`src/rtl/tmds_mode_switcher.sv`:
```
// tmds_mode_switcher: glitch-free switch between several TMDS timing-mode
// sources. A switch waits for the frame start of the old mode, then for the
// frame start of the new mode, and when muting is enabled it also holds a
// few muted frames before the new mode goes out.
//
// Build option: define TMDS_SWITCH_MUTE_EN to send the TMDS control symbol
// on every channel while the new mode settles. When it is undefined, the
// old mode's words stay on tmds_out until the new mode's first frame start.
//
// state    | meaning
// ---------+------------------------------------------------------------
// LOCKED   | outputs follow active_mode, no switch pending
// WAIT_OLD | switch requested, waiting for frame start of the old mode
// WAIT_NEW | active_mode = target, waiting for frame start of the target
// SETTLE   | muted, counting target frame starts up to SETTLE_FRAMES

module tmds_mode_switcher #(
    parameter int NUM_MODES     = 2,
    parameter int NUM_CHANNELS  = 3,
    parameter int SETTLE_FRAMES = 2,
    parameter int MW            = (NUM_MODES > 1) ? $clog2(NUM_MODES) : 1
) (
    input  logic                              clk_pixel,
    input  logic                              reset_n,
    input  logic [MW-1:0]                     mode_sel,
    input  logic [NUM_MODES*NUM_CHANNELS*10-1:0] tmds_in,
    input  logic [NUM_MODES*11-1:0]           cx_in,
    input  logic [NUM_MODES*10-1:0]           cy_in,
    output logic [NUM_CHANNELS*10-1:0]        tmds_out,
    output logic [10:0]                       cx,
    output logic [9:0]                        cy,
    output logic [MW-1:0]                     active_mode,
    output logic                              switching,
    output logic                              mode_changed
);

    localparam int         CW        = NUM_CHANNELS * 10;
    localparam logic [9:0] CTRL_SYM  = 10'b1101010100;
    localparam logic [3:0] SETTLE_TC = 4'(SETTLE_FRAMES);
`ifdef TMDS_SWITCH_MUTE_EN
    localparam bit MUTE_EN = 1'b1;
`else
    localparam bit MUTE_EN = 1'b0;
`endif

    typedef enum logic [1:0] {
        LOCKED   = 2'd0,
        WAIT_OLD = 2'd1,
        WAIT_NEW = 2'd2,
        SETTLE   = 2'd3
    } state_t;

    state_t              state, state_n;
    logic [MW-1:0]       target, target_n;
    logic [MW-1:0]       active_n;
    logic [MW-1:0]       shown_mode, shown_n;
    logic [3:0]          frame_cnt, frame_cnt_n;
    logic                pulse_n;
    logic                mute_n;
    logic                sel_valid;
    logic [(1<<MW)-1:0]  frame_start;
    logic [CW-1:0]       mute_word;

    assign mute_word = {NUM_CHANNELS{CTRL_SYM}};
    assign sel_valid = (int'(mode_sel) < NUM_MODES);

    // Per-mode frame start: both position counters at zero (level condition).
    always_comb begin
        frame_start = '0;
        for (int m = 0; m < NUM_MODES; m++) begin
            frame_start[m] = (cx_in[m*11 +: 11] == 11'd0) && (cy_in[m*10 +: 10] == 10'd0);
        end
    end

    // Next-state decision; outputs are registered from these next values so
    // every output reflects the same state in the same cycle.
    always_comb begin
        state_n     = state;
        target_n    = target;
        active_n    = active_mode;
        frame_cnt_n = frame_cnt;
        pulse_n     = 1'b0;
        case (state)
            LOCKED: begin
                if (sel_valid && (mode_sel != active_mode)) begin
                    target_n = mode_sel;
                    state_n  = WAIT_OLD;
                end
            end
            WAIT_OLD: begin
                if (sel_valid && (mode_sel == active_mode)) begin
                    // Request withdrawn before anything changed on the link.
                    target_n = mode_sel;
                    state_n  = LOCKED;
                end else begin
                    if (sel_valid) target_n = mode_sel;
                    if (frame_start[active_mode]) begin
                        active_n = target_n;
                        state_n  = WAIT_NEW;
                    end
                end
            end
            WAIT_NEW, SETTLE: begin
                if (sel_valid && (mode_sel != target)) begin
                    target_n    = mode_sel;
                    active_n    = mode_sel;
                    frame_cnt_n = 4'd0;
                    state_n     = WAIT_NEW;
                end else if (frame_start[active_mode]) begin
                    if (state == WAIT_NEW) begin
                        frame_cnt_n = 4'd0;
                        if (MUTE_EN) begin
                            state_n = SETTLE;
                        end else begin
                            state_n = LOCKED;
                            pulse_n = 1'b1;
                        end
                    end else begin
                        frame_cnt_n = (frame_cnt == 4'hF) ? 4'hF : frame_cnt + 4'd1;
                        if (frame_cnt_n >= SETTLE_TC) begin
                            state_n = LOCKED;
                            pulse_n = 1'b1;
                        end
                    end
                end
            end
            default: state_n = LOCKED;
        endcase
    end

    // Without muting, tmds_out keeps the previously shown mode until the new
    // mode reaches its own frame start; cx/cy always track active_mode.
    always_comb begin
        mute_n  = MUTE_EN && ((state_n == WAIT_NEW) || (state_n == SETTLE));
        shown_n = ((state_n == WAIT_NEW) || (state_n == SETTLE)) ? shown_mode : active_n;
    end

    // State and registered outputs.
    always_ff @(posedge clk_pixel or negedge reset_n) begin
        if (!reset_n) begin
            state        <= LOCKED;
            target       <= '0;
            active_mode  <= '0;
            shown_mode   <= '0;
            frame_cnt    <= 4'd0;
            tmds_out     <= mute_word;
            cx           <= 11'd0;
            cy           <= 10'd0;
            switching    <= 1'b0;
            mode_changed <= 1'b0;
        end else begin
            state        <= state_n;
            target       <= target_n;
            active_mode  <= active_n;
            shown_mode   <= shown_n;
            frame_cnt    <= frame_cnt_n;
            tmds_out     <= mute_n ? mute_word : tmds_in[int'(shown_n)*CW +: CW];
            cx           <= cx_in[int'(active_n)*11 +: 11];
            cy           <= cy_in[int'(active_n)*10 +: 10];
            switching    <= (state_n != LOCKED);
            mode_changed <= pulse_n;
        end
    end

endmodule

```
`config.mk`:
```
export PLATFORM = sky130hd
export DESIGN_NAME = tmds_mode_switcher
export DESIGN_NICKNAME = d
export VERILOG_FILES = /design/src/rtl/tmds_mode_switcher.sv
export SDC_FILE = /design/constraint.sdc
export NUM_CORES = 1
export LEC_CHECK = 0
export ABC_AREA = 1
export ABC_CLOCK_PERIOD_IN_PS = 2150
export BUFFER_PORTS_ARGS = -buffer_cell sky130_fd_sc_hd__buf_4
export CORE_ASPECT_RATIO = 1.75
export CORE_MARGIN = 4
export CORE_UTILIZATION = 44
export DETAILED_ROUTE_END_ITERATION = 7
export GPL_TIMING_DRIVEN = 0
export PLACE_DENSITY = 0.82
export SYNTH_ARGS = -nofsm -noshare
export SYNTH_HDL_FRONTEND = slang
export SYNTH_SLANG_ARGS = --single-unit
```
`constraint.sdc`:
```
create_clock -name clk_pixel -period 2.15 [get_ports clk_pixel]
set_input_delay 0.43 -clock clk_pixel [delete_from_list [all_inputs] [get_ports clk_pixel]]
set_output_delay 0.43 -clock clk_pixel [all_outputs]
set_load 0.01 [all_outputs]
```
# Word level (Yosys, flattened, before mapping)
# Cells that the tools add are included.
dict set report totals {
  latch_bits 0
  elab_cells 70
  ff_bits 62
  mem_bits_ro 0
  memories 0
  ram_bits 0
}
dict set report classes {
  multipliers 3
  n_shift 3
  div 0
  eq_ne 11
  order_cmp 2
  n_mux 27
  bitwise 0
  add_sub_neg 1
  n_reduce_logical 13
}
# op count
set ops {}
lappend ops {{indexed part select 60 x 7 -> 30 bit} 1}
lappend ops {{logical NOT 11 bit} 2}
lappend ops {{indexed part select 22 x 6 -> 11 bit} 1}
lappend ops {{logical NOT 10 bit} 2}
lappend ops {{indexed part select 20 x 6 -> 10 bit} 1}
lappend ops {{2-to-1 mux 4 bit} 4}
lappend ops {{2-to-1 mux 2 bit} 7}
lappend ops {{2-to-1 mux 1 bit} 13}
lappend ops {{multiplier 1 x 4 -> 5 bit, second input constant} 2}
lappend ops {{== test 2 bit, second input constant} 4}
lappend ops {{one-hot mux 2 bit (3 select lines)} 1}
lappend ops {{adder 4 x 1 -> 4 bit, second input constant} 1}
lappend ops {{== test 4 bit, second input constant} 1}
lappend ops {{greater-or-equal comparator 4 x 2 -> 1 bit, second input constant} 1}
lappend ops {{multiplier 1 x 3 -> 4 bit, second input constant} 1}
lappend ops {{!= test 2 bit, second input constant} 2}
lappend ops {{AND reduction 2 bit} 2}
lappend ops {{nonzero test 2 bit} 2}
lappend ops {{one-hot mux 1 bit (3 select lines)} 1}
lappend ops {{== test 2 x 1 -> 1 bit, second input constant} 1}
lappend ops {{logical AND 1 bit} 2}
lappend ops {{logical NOT 2 bit} 1}
lappend ops {{less-than comparator 1 x 2 -> 1 bit, second input constant} 1}
lappend ops {{!= test 1 bit} 2}
lappend ops {{4 further kinds} 4}

# Logic depth before layout (Yosys ltp)
dict set report logic_depth {
  depth_word 13
  ltp_mapped 13
}

# Worst setup path after synthesis
# Ideal clock, no wire load.
dict set report synth_timing {
  path_kind {register to register}
  from {register frame_cnt[0]}
  to {register tmds_out[0]}
  path_stages_with_launch 13
  arrival_time_ns 1.588
  slack_ns 0.445
  path_cell_list {dfrtp_1 ha_1 nand3_1 nand2_1 nor2_1 nand3_1 nand2_1 o21bai_4 nand2_2 nand2_1 buf_4 nand3_1 nand2_1}
}
dict set report synth_between {
  elab_chain_len 13
  elab_cells_between_ends 15
  cone_classes {1 x add/sub; 1 x mul; 1 x order compare; 3 x eq/ne; 1 x shift; 7 x mux; 1 x reduce/logical}
}
# item line
set synth_rtl {}
lappend synth_rtl {{start, declared} 57} ;# logic [3:0] frame_cnt, frame_cnt_n;
lappend synth_rtl {{start signal, assigned} 156} ;# frame_cnt <= frame_cnt_n;
lappend synth_rtl {{adder 4 x 1 -> 4 bit or == test 4 bit (tied branches)} 119} ;# frame_cnt_n = (frame_cnt == 4'hF) ? 4'hF : frame_cnt + 4'd1;
lappend synth_rtl {{2-to-1 mux 4 bit (*)} 119}
lappend synth_rtl {{greater-or-equal comparator 4 x 2 -> 1 bit (*)} 120} ;# if (frame_cnt_n >= SETTLE_TC) begin
lappend synth_rtl {{2-to-1 mux 2 bit (*)} 120}
lappend synth_rtl {{2-to-1 mux 2 bit (*)} 110} ;# if (state == WAIT_NEW) begin
lappend synth_rtl {{2-to-1 mux 2 bit (*)} 109} ;# end else if (frame_start[active_mode]) begin
lappend synth_rtl {{2-to-1 mux 2 bit (*)} 104} ;# if (sel_valid && (mode_sel != target)) begin
lappend synth_rtl {{one-hot mux 2 bit (3 select lines) (*)} 83} ;# case (state)
lappend synth_rtl {{net state_n[1]} 53} ;# state_t state, state_n;
lappend synth_rtl {{== test 2 bit} 135} ;# shown_n = ((state_n == WAIT_NEW) || (state_n == SETTLE)) ? shown_mode : active_n;
lappend synth_rtl {{logical OR 1 bit (*)} 135}
lappend synth_rtl {{2-to-1 mux 1 bit (*)} 135}
lappend synth_rtl {{multiplier 1 x 4 -> 5 bit (*)} 157} ;# tmds_out <= mute_n ? mute_word : tmds_in[int'(shown_n)*CW +: CW];
lappend synth_rtl {{indexed part select 60 x 7 -> 30 bit (*)} 157}
lappend synth_rtl {{end signal, assigned} 146} ;# tmds_out <= mute_word;
lappend synth_rtl {{end signal, assigned} 157}
lappend synth_rtl {{end, declared} 29} ;# output logic [NUM_CHANNELS*10-1:0] tmds_out,
# The timed path passes the listed nets; every way through them passes the cells marked *.
# A chain may end at the register's enable or synchronous reset.

# Worst setup path after layout
dict set report layout_timing {
  from {register frame_cnt[1]}
  to {register tmds_out[1]}
}
dict set report layout_between {
  elab_chain_len 13
  elab_cells_between_ends 15
  cone_classes {1 x add/sub; 1 x mul; 1 x order compare; 3 x eq/ne; 1 x shift; 7 x mux; 1 x reduce/logical}
}
# item line
set layout_rtl {}
lappend layout_rtl {{adder 4 x 1 -> 4 bit or == test 4 bit (tied branches)} 119}
lappend layout_rtl {{2-to-1 mux 4 bit (*)} 119}
lappend layout_rtl {{greater-or-equal comparator 4 x 2 -> 1 bit (*)} 120}
lappend layout_rtl {{2-to-1 mux 2 bit (*)} 120}
lappend layout_rtl {{2-to-1 mux 2 bit (*)} 110}
lappend layout_rtl {{2-to-1 mux 2 bit (*)} 109}
lappend layout_rtl {{2-to-1 mux 2 bit (*)} 104}
lappend layout_rtl {{one-hot mux 2 bit (3 select lines) (*)} 83}
lappend layout_rtl {{== test 2 bit} 135}
lappend layout_rtl {{logical OR 1 bit (*)} 135}
lappend layout_rtl {{2-to-1 mux 1 bit (*)} 135}
lappend layout_rtl {{multiplier 1 x 4 -> 5 bit (*)} 157}
lappend layout_rtl {{indexed part select 60 x 7 -> 30 bit (*)} 157}
# Mark *: on every way between the ends. The rest lies on a longest branch, timed or not.

==> impl_metrics.toml <==
[outcome]
status = "finished, final reports clean"

[synthesis]
ys_seq_elements = 62
yosys_warnings = 0
syn_avg_cell_area_um2 = 8.115
syn_area_um2 = 2856
yosysSeqAreaShare_pct = 54.97
synthesis.instances = 352
synth_cell_types = 21
synth_top_cell_by_area = "dfrtp_1"
yosys.area.top_type_share_pct = 41.17
yosys-top-cells-area = "dfrtp_1 (41%), nand2_1 (16%), dfstp_2 (14%), nand3_1 (13%), nor2_1 (4.1%)"
syn_nets = 458

[grt]
grt_pass1_vias = 3050
grt_pass1_wl_mm = 13.40
grtUsageTotal_pct = 22.86
grt_antenna_before_repair = 0
grt_overflow = 0
grt_start_max_net_pins = 63

[pwr]
netSwitchingFraction_pct = 40.01
intPower_mw = 3.743
combPwrFrac_pct = 52.6
p_leak_nw = 2.341
switchingPower_mw = 2.496
power.density_nw_per_um2 = 1441
power_frac_seq_pct = 32.8
ir_worst_vdd_uv = 979.4
clkPwrFrac_pct = 14.6

[cts]
clockBufferDepth = 2
clkSinkCount = 62
clkLatencyLatePin_ps = 340
cts-buffers-inserted = 9
clk_pin_slew_ps = 70
clockRootBuffer = "clkbuf_8"
cts_tree = "done"
hold_buffers = 0
h-tree-depth = 3

[final_layout]
areaGrowthSynthToFinish_pct = 51.55
finalNonFillerCells = 607
diodes = 0
final_cell_area_um2 = 4329
finish.net_count = 628
drive_gt1_share_pct = 39.47

[route]
ant_nets = 0
vias = 2997
wl_per_cell_um = 14.02
dr.pass1.iters = 5
totalWireLength_mm = 8.513
viasPerCell = 4.937
drt_iter0_markers = 212
drc_errors = 0

[timing]
max_slew_margin_pct = 47.52
maxSlewViolCount = 0
worst_pin_slew_ps = 787.2
hold_violations = 0
tns_ps = 0
min_period_over_period_pct = 89.90
fin_skew_ps = 8.977
rsz0062_at_grt = "false"
fin_crit_ps = 1933
setup-violations-final = 0
fmax_mhz = 517.4

[die]
die-area_um2 = 7895
coreArea_um2 = 6276
die_h_um = 114.6
dieWidth_um = 68.91
pin_count = 159
initial_core_util_pct = 45.51
core.rowCount = 38

[place]
port_buffers = 158
dpl_cell_area_um2 = 4143
gp_congestion = 0.8527
place_inst = 590
hpwl_mm = 6.664

[setup_path]
slowest_stage = "dfrtp_1"
path_max_fanout = 10
crit_family = "simple AND/OR/NAND/NOR gates"
endpoint_kind = "flip-flop"
crit_type = "flip-flop to flip-flop"
cp_common_cell = "nand3_1"
crit_path_start_kind = "flip-flop"
timing.critical_path.buf_inv = 1
crit_chain = "ha_1 -> nand3_1 -> nand2_1 -> nor2_1 -> nand3_1 -> nand2_1 -> o21bai_4 -> nand3_1 -> buf_2 -> nand3_1 -> nand2_1"
r2r_slack_ps = 220
critPathRequiredTime_ps = 2380
critical-path-max-stage-delay_ps = 400
crit_arrival_ps = 2160

[min_path]
hold_path.class = "primary input to asynchronous set/reset pin"

[flow_run]
max-cap-violations = 0
-- routing by layer --
layer	GRT usage, %	wire length (um)	up-vias
met2	40.88	4851	106
li1	-	-	1461
met5	0	0	-
met1	22.91	2781	1404
met4	12.37	361	0
met3	5.992	519	26
-- kinds of logic (layout without fill, tap and decap cells) --
kind of cell             after synthesis  after routing  synth area share (%)
flip-flops                            62             62                 54.97
XOR/XNOR                               1              1                0.3067
adder cells (fa/ha/maj)                1              1                0.4380
AO/OA/AOI/OAI                         14             14                 3.022
buffers and inverters                 39            214                 6.439
AND/OR/NAND/NOR                      235            235                 34.82
-- cell usage after synthesis (all sizes together) --
master,count
nand2,125
nand3,72
dfrtp,47
nor2,31
inv,22
dfstp,15
buf,14
o21ai,9
nor3,4
a21oi,3
clkbuf,2
nand4,2
a22oi,1
clkinv,1
ha,1
o21bai,1
or2,1
xor2,1
-- final timing paths --
kind,startpoint,end,depth (start not counted)
min in group clk_pixel,cy_in[18],cy[8]$_DFF_PN0_,3
max in group asynchronous,reset_n,cx[8]$_DFF_PN0_,1
setup / recovery,frame_cnt[1]$_DFFE_PN0P_,tmds_out[1]$_DFF_PN0_,11
hold / removal,reset_n,cx[2]$_DFF_PN0_,1
setup reg to reg,frame_cnt[1]$_DFFE_PN0P_,tmds_out[1]$_DFF_PN0_,11
hold reg to reg,flip-flop,tmds_out[20]$_DFF_PN0_,3
-- per-stage QoR --
step | power (mW) | setup WS [ps] | util, % | hold WS (ps)
after floorplan | 3.898 | 444.8 | - | 134.4
after global placement | 5.236 | 142.7 | 66.01 | 547.5
after detailed placement | 5.350 | 83.25 | 66.01 | 560.9
after CTS | 6.270 | 181.5 | 68.74 | 186.4
after global routing | 6.719 | 4.575 | 68.98 | 223.9
final | 6.239 | 217.1 | 68.98 | 159.7
-- state kept, by name (all words and copies together) (netlist names), named ones only --
name / flops
tmds_out: 30
cx: 11
cy: 10
frame_cnt: 4
state: 2
active_mode: 1
mode_changed: 1
switching: 1
target: 1
-- area by class of cell --
class	count	area (um2)
sequential	62	1570
clock buffer	15	166.4
tap	80	100.1
clock inverter	1	5.005
multi-input combinational	251	1107
buffer	16	100.1
inverter	23	86.33
timing repair buffer	159	1194
fill	544	1947
-- cell usage in the layout, fill, tap and decap left out, drive strengths merged, types with 4 or more instances in the layout --
cell and count:
buf 172, nand2 125, nand3 72, dfstp 15
inv 22, dfrtp 47, nor3 4, clkbuf 18
o21ai 9, nor2 31
-- power groups by stage --
stage | Combinational [mW] | Sequential [mW] | Clock, mW
final | 3.28 | 2.05 | 0.909
after global routing | 3.63 | 2.11 | 0.981
after CTS | 3.29 | 2.05 | 0.929
after detailed placement | 3.28 | 2.07 | 0
after global placement | 3.18 | 2.05 | 0
after floorplan | 1.57 | 2.33 | 0
-- repair_timing --
item                       CTS  global route
setup endpoints to repair    0            16
gates resized for setup      0             2
buffers inserted             0             1
Power figures use the tool's default switching activity.
